File: src/rtl/psram_pkg.sv
// Shared types and helpers for the psram round-robin arbiter.
package psram_pkg;

    typedef enum logic [2:0] {
        DRAIN = 3'd0,
        IDLE  = 3'd1,
        ISSUE = 3'd2,
        WAIT  = 3'd3,
        DONE  = 3'd4
    } arb_state_t;

    // Width of a counter that must reach MEM_CYCLES.
    function automatic int cnt_width(input int mem_cycles);
        return $clog2(mem_cycles + 1);
    endfunction

endpackage

File: src/rtl/rr_priority_picker.sv
// Combinational round-robin picker: first set request at or above the
// pointer, wrapping at NUM_REQ.
module rr_priority_picker #(
    parameter int NUM_REQ = 3
) (
    input  logic [NUM_REQ-1:0]         req_i,
    input  logic [$clog2(NUM_REQ)-1:0] ptr_i,
    output logic                       any_o,
    output logic [$clog2(NUM_REQ)-1:0] winner_o
);

    localparam int IDX_W = $clog2(NUM_REQ);

    logic [IDX_W-1:0] idx;

    // Scan offsets from farthest to nearest so the nearest set bit wins.
    always_comb begin
        any_o    = 1'b0;
        winner_o = '0;
        idx      = '0;
        for (int i = NUM_REQ - 1; i >= 0; i--) begin
            idx = IDX_W'((int'(ptr_i) + i) % NUM_REQ);
            if (req_i[idx]) begin
                any_o    = 1'b1;
                winner_o = idx;
            end
        end
    end

endmodule

File: src/rtl/psram_arbiter.sv
// Round-robin arbiter sharing one psram controller between NUM_REQ
// requesters. The controller has no busy flag, so every access is a
// fixed-length, time-based sequence with a single transaction in flight.
//
// state | meaning
// DRAIN | wait MEM_CYCLES after reset for a possibly busy controller
// IDLE  | sample requests, latch the round-robin winner
// ISSUE | one-cycle rd/wr enable to the controller, ready to winner
// WAIT  | count MEM_CYCLES, capture read data on the last count
// DONE  | one-cycle response strobe to the winner
module psram_arbiter
    import psram_pkg::*;
#(
    parameter int NUM_REQ      = 3,
    parameter int ADDRESS_BITS = 23,
    parameter int DATA_BITS    = 16,
    parameter int MEM_CYCLES   = 6
) (
    input  logic                                  clk,
    input  logic                                  reset,
    input  logic [NUM_REQ-1:0]                    req_valid,
    input  logic [NUM_REQ-1:0]                    req_write,
    input  logic [NUM_REQ-1:0][ADDRESS_BITS-1:0]  req_address,
    input  logic [NUM_REQ-1:0][DATA_BITS-1:0]     req_wr_data,
    output logic [NUM_REQ-1:0]                    req_ready,
    output logic [NUM_REQ-1:0]                    resp_valid,
    output logic [DATA_BITS-1:0]                  resp_rd_data,
    output logic [ADDRESS_BITS-1:0]               mem_address,
    output logic                                  mem_rd_en,
    output logic                                  mem_wr_en,
    output logic [DATA_BITS-1:0]                  mem_wr_data,
    input  logic [DATA_BITS-1:0]                  mem_rd_data
);

    localparam int IDX_W = $clog2(NUM_REQ);
    localparam int CNT_W = cnt_width(MEM_CYCLES);
    localparam logic [CNT_W-1:0] CNT_LAST = CNT_W'(MEM_CYCLES - 1);
    localparam logic [IDX_W-1:0] IDX_LAST = IDX_W'(NUM_REQ - 1);

    arb_state_t             state_q;
    logic [CNT_W-1:0]       cnt_q;
    logic [IDX_W-1:0]       ptr_q;
    logic [IDX_W-1:0]       ptr_d;
    logic [IDX_W-1:0]       win_q;
    logic                   write_q;
    logic [NUM_REQ-1:0]     req_ready_q;
    logic [NUM_REQ-1:0]     resp_valid_q;
    logic [DATA_BITS-1:0]   resp_rd_data_q;
    logic [ADDRESS_BITS-1:0] mem_address_q;
    logic [DATA_BITS-1:0]   mem_wr_data_q;
    logic                   mem_rd_en_q;
    logic                   mem_wr_en_q;

    logic                   pick_any;
    logic [IDX_W-1:0]       pick_idx;

    rr_priority_picker #(
        .NUM_REQ (NUM_REQ)
    ) u_picker (
        .req_i    (req_valid),
        .ptr_i    (ptr_q),
        .any_o    (pick_any),
        .winner_o (pick_idx)
    );

    // Next pointer: one past the current winner, wrapping at NUM_REQ.
    assign ptr_d = (win_q == IDX_LAST) ? '0 : win_q + IDX_W'(1);

    // Arbitration FSM with all outputs registered.
    always_ff @(posedge clk) begin
        if (reset) begin
            state_q        <= DRAIN;
            cnt_q          <= '0;
            ptr_q          <= '0;
            win_q          <= '0;
            write_q        <= 1'b0;
            req_ready_q    <= '0;
            resp_valid_q   <= '0;
            resp_rd_data_q <= '0;
            mem_address_q  <= '0;
            mem_wr_data_q  <= '0;
            mem_rd_en_q    <= 1'b0;
            mem_wr_en_q    <= 1'b0;
        end else begin
            req_ready_q  <= '0;
            resp_valid_q <= '0;
            mem_rd_en_q  <= 1'b0;
            mem_wr_en_q  <= 1'b0;
            case (state_q)
                DRAIN: begin
                    if (cnt_q == CNT_LAST) begin
                        cnt_q   <= '0;
                        state_q <= IDLE;
                    end else begin
                        cnt_q <= cnt_q + CNT_W'(1);
                    end
                end
                IDLE: begin
                    if (pick_any) begin
                        win_q                 <= pick_idx;
                        write_q               <= req_write[pick_idx];
                        mem_address_q         <= req_address[pick_idx];
                        mem_wr_data_q         <= req_wr_data[pick_idx];
                        req_ready_q[pick_idx] <= 1'b1;
                        mem_rd_en_q           <= ~req_write[pick_idx];
                        mem_wr_en_q           <= req_write[pick_idx];
                        state_q               <= ISSUE;
                    end
                end
                ISSUE: begin
                    ptr_q   <= ptr_d;
                    cnt_q   <= '0;
                    state_q <= WAIT;
                end
                WAIT: begin
                    if (cnt_q == CNT_LAST) begin
                        if (!write_q) begin
                            resp_rd_data_q <= mem_rd_data;
                        end
                        resp_valid_q[win_q] <= 1'b1;
                        state_q             <= DONE;
                    end else begin
                        cnt_q <= cnt_q + CNT_W'(1);
                    end
                end
                DONE: begin
                    state_q <= IDLE;
                end
                default: begin
                    state_q <= DRAIN;
                end
            endcase
        end
    end

    assign req_ready    = req_ready_q;
    assign resp_valid   = resp_valid_q;
    assign resp_rd_data = resp_rd_data_q;
    assign mem_address  = mem_address_q;
    assign mem_wr_data  = mem_wr_data_q;
    assign mem_rd_en    = mem_rd_en_q;
    assign mem_wr_en    = mem_wr_en_q;

endmodule

File: config.mk
export PLATFORM = sky130hd
export DESIGN_NAME = psram_arbiter
export DESIGN_NICKNAME = d
export VERILOG_FILES = /design/src/rtl/psram_pkg.sv /design/src/rtl/rr_priority_picker.sv /design/src/rtl/psram_arbiter.sv
export SDC_FILE = /design/constraint.sdc
export NUM_CORES = 1
export LEC_CHECK = 0
export CAP_MARGIN = 20
export CELL_PAD_IN_SITES_DETAIL_PLACEMENT = 1
export CELL_PAD_IN_SITES_GLOBAL_PLACEMENT = 1
export CORE_UTILIZATION = 30
export CTS_CLUSTER_DIAMETER = 60
export DETAILED_ROUTE_END_ITERATION = 6
export PLACE_DENSITY = 0.91
export RECOVER_POWER = 50
export SKIP_LAST_GASP = 1
export SLEW_MARGIN = 5
export SYNTH_ARGS = -nofsm -noshare
export SYNTH_HDL_FRONTEND = slang
export SYNTH_SLANG_ARGS = --single-unit
File: constraint.sdc
create_clock -name clk -period 3.48 [get_ports clk]
set_input_delay 0.522 -clock clk [delete_from_list [all_inputs] [get_ports clk]]
set_output_delay 0.522 -clock clk [all_outputs]
set_load 0.05 [all_outputs]
==> results of run 1 <==
[worst max-delay path: stages]
cell	delay, ps
dlygate4sd3_1	530
buf_4	220
inv_1	560
nand3_2	500
buf_4	360
o221ai_1	240
[report_power, final]
group	switching [mW]	internal [mW]
clock	0.387	0.633
combinational	0.214	0.238
sequential	0.0138	0.867
total	0.615	1.74
[registers in the layout, indices dropped and copies added, names as in the netlist]
name          cells
req_ready         3
mem_wr_data      16
mem_wr_en         1
cnt_q             3
win_q             2
write_q           1
resp_valid        3
mem_rd_en         1
resp_rd_data     16
ptr_q             2
mem_address      23
state_q           3
[synth_stat cells, drive strengths merged (6+ instances only)]
library cell  count  area share (%)
dfxtp            74              39
mux2i            60              16
nand2            50             4.9
nand4            42             6.9
o221ai           40              11
nor2             31             3.1
buf              23             3.9
clkbuf           17             1.7
inv               7            0.69
nor2b             7             1.1
a21oi             6            0.79
[kinds of logic (layout without fill, tap and decap cells)]
group                      count (synthesis)  in the layout  synth area share, %
and+or+nand+nor                          146            146                 19.0
DFF                                       74             74                 38.9
AOI/OAI and AO/OA                         68             68                 16.8
muxes                                     63             63                 17.2
buffers and inverters                     47            234                 6.27
adders and majority gates                  5              5                 1.64
xor gates and xnor gates                   1              1                0.230
[per-stage QoR]
step	setup slack [ps]	instance area [um^2]
floorplan	1310	3810
CTS	820	6260
finish	784	6260
global route	571	6260
detailed placement	568	5940
global placement	725	5940
[layer usage]
| layer | share of wire [%] | wire length (um) |
|---|---|---|
| met1 | 37 | 5140 |
| met4 | 2.5 | 340 |
| met5 | 0 | 0 |
| met3 | 6.4 | 874 |
| met2 | 54 | 7390 |
[worst min path at each step]
stage / start / endpoint / slack, ps / depth (start not counted)
3_5_place_dp: resp_rd_data[7] / resp_rd_data[7] / 490 / 2
5_1_grt: resp_rd_data[7] / resp_rd_data[7] / 520 / 2
3_3_place_gp: resp_rd_data[7] / resp_rd_data[7] / 470 / 2
4_1_cts: resp_rd_data[10] / resp_rd_data[10] / 510 / 2
6_report: resp_rd_data[10] / resp_rd_data[10] / 490 / 2
2_1_floorplan: cnt_q[0] / cnt_q[0] / 460 / 2
[final cells by class]
cell class | count | area, um^2 | share of cell area, %
well taps | 168 | 210 | 3.36
inverters | 7 | 26.3 | 0.420
repair buffers | 211 | 2120 | 33.8
clock buffers | 9 | 225 | 3.60
multi-input cells | 283 | 2100 | 33.6
flip-flops and latches | 74 | 1480 | 23.7
clock inverters | 7 | 100 | 1.60
==> impl_results.md, run 1 <==
* Status: complete, no violations
* Clk sink count at 74
* First-pass GRT wire length at 21400 um
* Ant diodes at 0
* Final core occ at 51.3%
* # nets final at 732
* GRT met3 Usage at 5.72%
* Core area at 12200 um^2
* Fillers at 1386
* Worst path arrival time at 2930 ps
* CP Capture Point: mem_address[8]
* Critical setup path kind: in2reg
* Main flop type after synthesis: dfxtp_1
* Total Power at 2.35 mW
* Pwr dens at 376 nW/um^2
* Syn nets at 550
* Num rows at 40
* Max Slew Vio Count at 0
* Worst skew pair latency at 330 ps
* Met1 usage in global routing at 21.2%
* Fin. Hold Viols at 0
* Mapped Cells at 404
* Post-DR wirelength/cell at 18.1 um
* # IOs at 204
* CP Capture Type: flip-flop
* Root buffer cell: clkbuf_16
* Height of the die at 115 um
* Yosys reg bits at 74
* Static Leakage at 2.48 nW
* Final Hold Slack at 493 ps
* Initial antenna violation count at 0
* Avg Cell Area, Syn at 9.43 um^2
* Setup violators final at 0
* Total grt overflow at 0
* Drt drc at 0
* Setup TNS at 0 ps
* R2r endpoint: mem_address[8]
* Minimum clock period at 2700 ps
* Area Growth Syn to Fin at 64.3%
* Setup Buffers After CTS at 0
* Commonest cells after routing, fill and taps aside: clkdlybuf4s50_1, dfxtp_1, dlygate4sd3_1
* Vias at 3996
* Layout Cells excl Fill at 759
* Seq/Total Area, Yosys at 38.9%
* Post-synth EDFFs at 0
* CP startpoint kind: input pin
* Yosys warns at 0
* Starting Density at 31.2%
* Htree depth at 3
* Total Routing Usage GR at 20.9%
* Post-cts resize count at 0
* Hold buffer count at CTS at 0
* Final HPWL DP at 10300 um
* Starting DRT DRC Count at 198
* Chip width at 115 um
* Reg2Reg Depth at 8
* Worst vdd ir at 173 uV
* Die area at 13200 um^2
* F_max at 371 MHz
* RSZ-0062 raised after global routing: no
* M2 GR Usage at 40.1%
* Post-synthesis cell area at 3810 um^2
* Share of layout cells above drive strength 1 at 7.61%
* Total CTS buffers at 9
* Drt pass-1 iters at 4
* Async set or reset register ratio after synthesis at 0%
* Crit path launch: reset
* I/O Buffers at 203
* Slew HR at 29.0%
* Worst clock skew at 6.24 ps
* Vias in the first global route at 4404
* Clock transition at the registers of the reported paths at 60 ps
* Required time of the critical path at 3720 ps
* Worst Hold Class: reg2reg
* GP Congestion at 0.764
* Largest net degree at the start of global routing at 84
* Placed insts at 743
* Yosys cell types at 47
* Grt peak-use layer: met2
* Ratio of final minimum period to clock period at 77.5%
* ANT nets after route at 0
* Maxcap violations at 0
* Deepest clock path buffer count at 2
* Worst Max-Slew Pin Slew at 1060 ps
* Via/cell ratio at 5.26
* Final wirelength at 13700 um
* Worst Path Max Fanout at 24
* Reg2Reg Launch Point: ptr_q[1]
* Leading cell type in the layout, fill and taps excluded: clkdlybuf4s50_1
* TritonCTS clock tree: yes
* R2R setup slack at 830 ps
Note: power is estimated with default switching activity, not from simulation.
==> run 2, diff against run 1 <==
--- a/config.mk
+++ b/config.mk
@@ -8,10 +8,10 @@
 export CAP_MARGIN = 20
 export CELL_PAD_IN_SITES_DETAIL_PLACEMENT = 1
 export CELL_PAD_IN_SITES_GLOBAL_PLACEMENT = 1
-export CORE_UTILIZATION = 30
+export CORE_UTILIZATION = 25
 export CTS_CLUSTER_DIAMETER = 60
 export DETAILED_ROUTE_END_ITERATION = 6
-export PLACE_DENSITY = 0.91
+export PLACE_DENSITY = 0.82
 export RECOVER_POWER = 50
 export SKIP_LAST_GASP = 1
 export SLEW_MARGIN = 5
==> constraint.sdc (replaced) <==
create_clock -name clk -period 2.42 [get_ports clk]
set_input_delay 0.363 -clock clk [delete_from_list [all_inputs] [get_ports clk]]
set_output_delay 0.363 -clock clk [all_outputs]
set_load 0.05 [all_outputs]
==> run 2 against run 1 <==
- critical endpoint is now mem_wr_data[13]
- clock power rose by 19%
- worst setup slack worse by 650 ps
- critical path type is now reg2reg
- cell area is 1.8% higher
- wire length grew 0.25%
- highest routed layer unchanged
- final cell count is 3.4% higher
- the run now ends with design-rule violations left
- sequential power increased by 44%
- total power up 34%
==> impl_results.md, run 2 (synthesis results as in run 1) <==
* Status: complete, but fails checks (was complete, no violations)
* Violated checks: design-rule violations
* Worst Hold Class: reg2reg (unchanged)
* Starting DRT DRC Count at 186 (was 198)
* Clk pwr share at 38.3% (was 43.4%)
* Final wirelength at 13800 um (was 13700 um)
* Htree depth at 3 (unchanged)
* Cell Chain, Critical Path: inv_1 > ha_2 > mux2_4 > mux2i_4 > a31o_2 > nand3_2 > buf_12 > o221ai_1 (was dlygate4sd3_1 > buf_4 > inv_1 > nand3_2 > buf_4 > o221ai_1)
* Register area at 1480 um^2 (unchanged)
* Chip width at 125 um (was 115 um)
* Max Slew Vio Count at 0 (unchanged)
* Slew HR at 62.7% (was 29.0%)
* Largest net degree at the start of global routing at 60 (was 84)
* Post-DR wirelength/cell at 17.6 um (was 18.1 um)
* TritonCTS clock tree: yes (unchanged)
* Core area at 14700 um^2 (was 12200 um^2)
* Clock transition at the registers of the reported paths at 60 ps (about the same)
* RSZ-0062 raised after global routing: yes (was no)
* Hold buffer count at CTS at 0 (unchanged)
* Reg2Reg Launch Point: ptr_q[1] (unchanged)
* Clk sink count at 74 (unchanged)
* Crit path launch: ptr_q[1] (was reset)
* Setup Buffers After CTS at 0 (unchanged)
* Deepest clock path buffer count at 2 (unchanged)
* Critical setup path kind: reg2reg (was in2reg)
* Total Power at 3.15 mW (was 2.35 mW)
* Commonest cells after routing, fill and taps aside: clkdlybuf4s50_1, dfxtp_1, mux2i_1 (was clkdlybuf4s50_1, dfxtp_1, dlygate4sd3_1)
* Vias at 3974 (was 3996)
* Grt peak-use layer: met2 (unchanged)
* P_int at 2.31 mW (was 1.74 mW)
* Sw Ratio at 26.9% (was 26.1%)
* P_sw at 0.848 mW (was 0.615 mW)
* Leading cell type in the layout, fill and taps excluded: clkdlybuf4s50_1 (unchanged)
* Area Growth Syn to Fin at 67.3% (was 64.3%)
* Worst stage delay on the critical path at 350 ps (was 560 ps)
* Top delay family on crit path: multiplexers (was buffers and inverters)
* Worst skew pair latency at 330 ps (about the same)
* Height of the die at 125 um (was 115 um)
* Ratio of final minimum period to clock period at 94.4%
* Pre-CTS setup slack at -93.6 ps (was 568 ps)
* Combinational share of power at 21.5% (was 19.2%)
* Setup violators final at 0 (unchanged)
* Met1 usage in global routing at 18.8% (was 21.2%)
* First-pass GRT wire length at 21800 um (was 21400 um)
* Footprint of the multi-input gates at 2110 um^2 (was 2100 um^2)
* Post-cts resize count at 0 (unchanged)
* CP max-delay cell: mux2_4 (was inv_1)
* Starting Density at 25.9% (was 31.2%)
* GRT met3 Usage at 4.58% (was 5.72%)
* Worst clock skew at 6.36 ps (was 6.24 ps)
* Minimum clock period at 2290 ps
* Root buffer cell: clkbuf_16 (unchanged)
* Total grt overflow at 0 (unchanged)
* Total CTS buffers at 9 (unchanged)
* Final HPWL DP at 10500 um (was 10300 um)
* Buffers & Inverters on Critical Path at 2 (was 4)
* Fin. Hold Viols at 0 (unchanged)
* Seq pwr share at 40.2% (was 37.4%)
* Via/cell ratio at 5.06 (was 5.26)
* Drt drc at 15 (was 0)
* Required time of the critical path at 2660 ps (was 3720 ps)
* Total Routing Usage GR at 17.5% (was 20.9%)
* Hold path startpoint: cnt_q[0] (was resp_rd_data[10])
* # nets final at 742 (was 732)
* Worst Max-Slew Pin Slew at 557 ps (was 1060 ps)
* Worst vdd ir at 316 uV (was 173 uV)
* CP startpoint kind: flip-flop (was input pin)
* Pwr dens at 495 nW/um^2 (was 376 nW/um^2)
* Largest register FFs at 23 (unchanged)
* Die area at 15700 um^2 (was 13200 um^2)
* Static Leakage at 2.53 nW (was 2.48 nW)
* Setup ws final at 134 ps (was 784 ps)
* ANT nets after route at 0 (unchanged)
* I/O Buffers at 203 (unchanged)
* F_max at 438 MHz
* GP Congestion at 0.744 (was 0.764)
* Initial antenna violation count at 0 (unchanged)
* # IOs at 204 (unchanged)
* Ant diodes at 0 (unchanged)
* Num rows at 44 (was 40)
* Share of layout cells above drive strength 1 at 9.32% (was 7.61%)
* Worst Path Max Fanout at 22 (was 24)
* Maxcap violations at 0 (unchanged)
* Drt pass-1 iters at 6 (was 4)
* Vias in the first global route at 4340 (was 4404)
* M2 GR Usage at 32.5% (was 40.1%)
* CP Capture Type: flip-flop (unchanged)
* Fillers at 1664 (was 1386)
* Worst path arrival time at 2530 ps (was 2930 ps)
-- run 2: metrics by stage --
step	hold WS [ps]	setup TNS, ps	instance area (um^2)	util [%]	std cells
after detailed placement	486	-684	6110	41.5	769
final	492	0	6370	43.4	785
after CTS	494	0	6370	43.3	785
after floorplan	432	0	3810	-	404
after global placement	473	0	6110	41.5	769
after global routing	527	-0.350	6370	43.4	785
-- run 2: metal layers --
metal	vias to the layer above	share of wire, %
li1	1893	-
met1	1912	40
met2	144	51
met3	25	6.2
met4	0	2.3
met5	-	0
-- run 2: path summary, 6_finish.rpt --
kind,cells after the start,to,slack (ps)
setup / recovery,8,mem_wr_data[13],130
hold / removal,2,cnt_q[0],490
setup reg to reg,8,mem_wr_data[13],130
hold reg to reg,2,cnt_q[0],490
-- run 2: area by class of cell --
class	count	share of cell area [%]
Clock inverter	5	0.491
Sequential cell	74	23.2
Timing Repair Buffer	221	35.6
Tap cell	184	3.61
Clock buffer	11	3.65
Multi-Input combinational cell	283	33.0
Inverter	7	0.412
-- run 2: power groups by stage --
stage               logic (mW)  registers, mW  clock network [mW]
finish                   0.679           1.27                1.21
global route             0.722           1.27                1.32
CTS                      0.688           1.27                1.26
detailed placement       0.685           1.29                   0
global placement         0.664           1.29                   0
floorplan                0.266           1.35                   0
-- run 2: worst reg2reg max path, cell delays in order (launching register included) --
cell and delay (ps):
dfxtp_1 330, inv_1 90, ha_2 290, mux2_4 350, mux2i_4 260, a31o_2 250, nand3_2 180, buf_12 230
o221ai_1 220
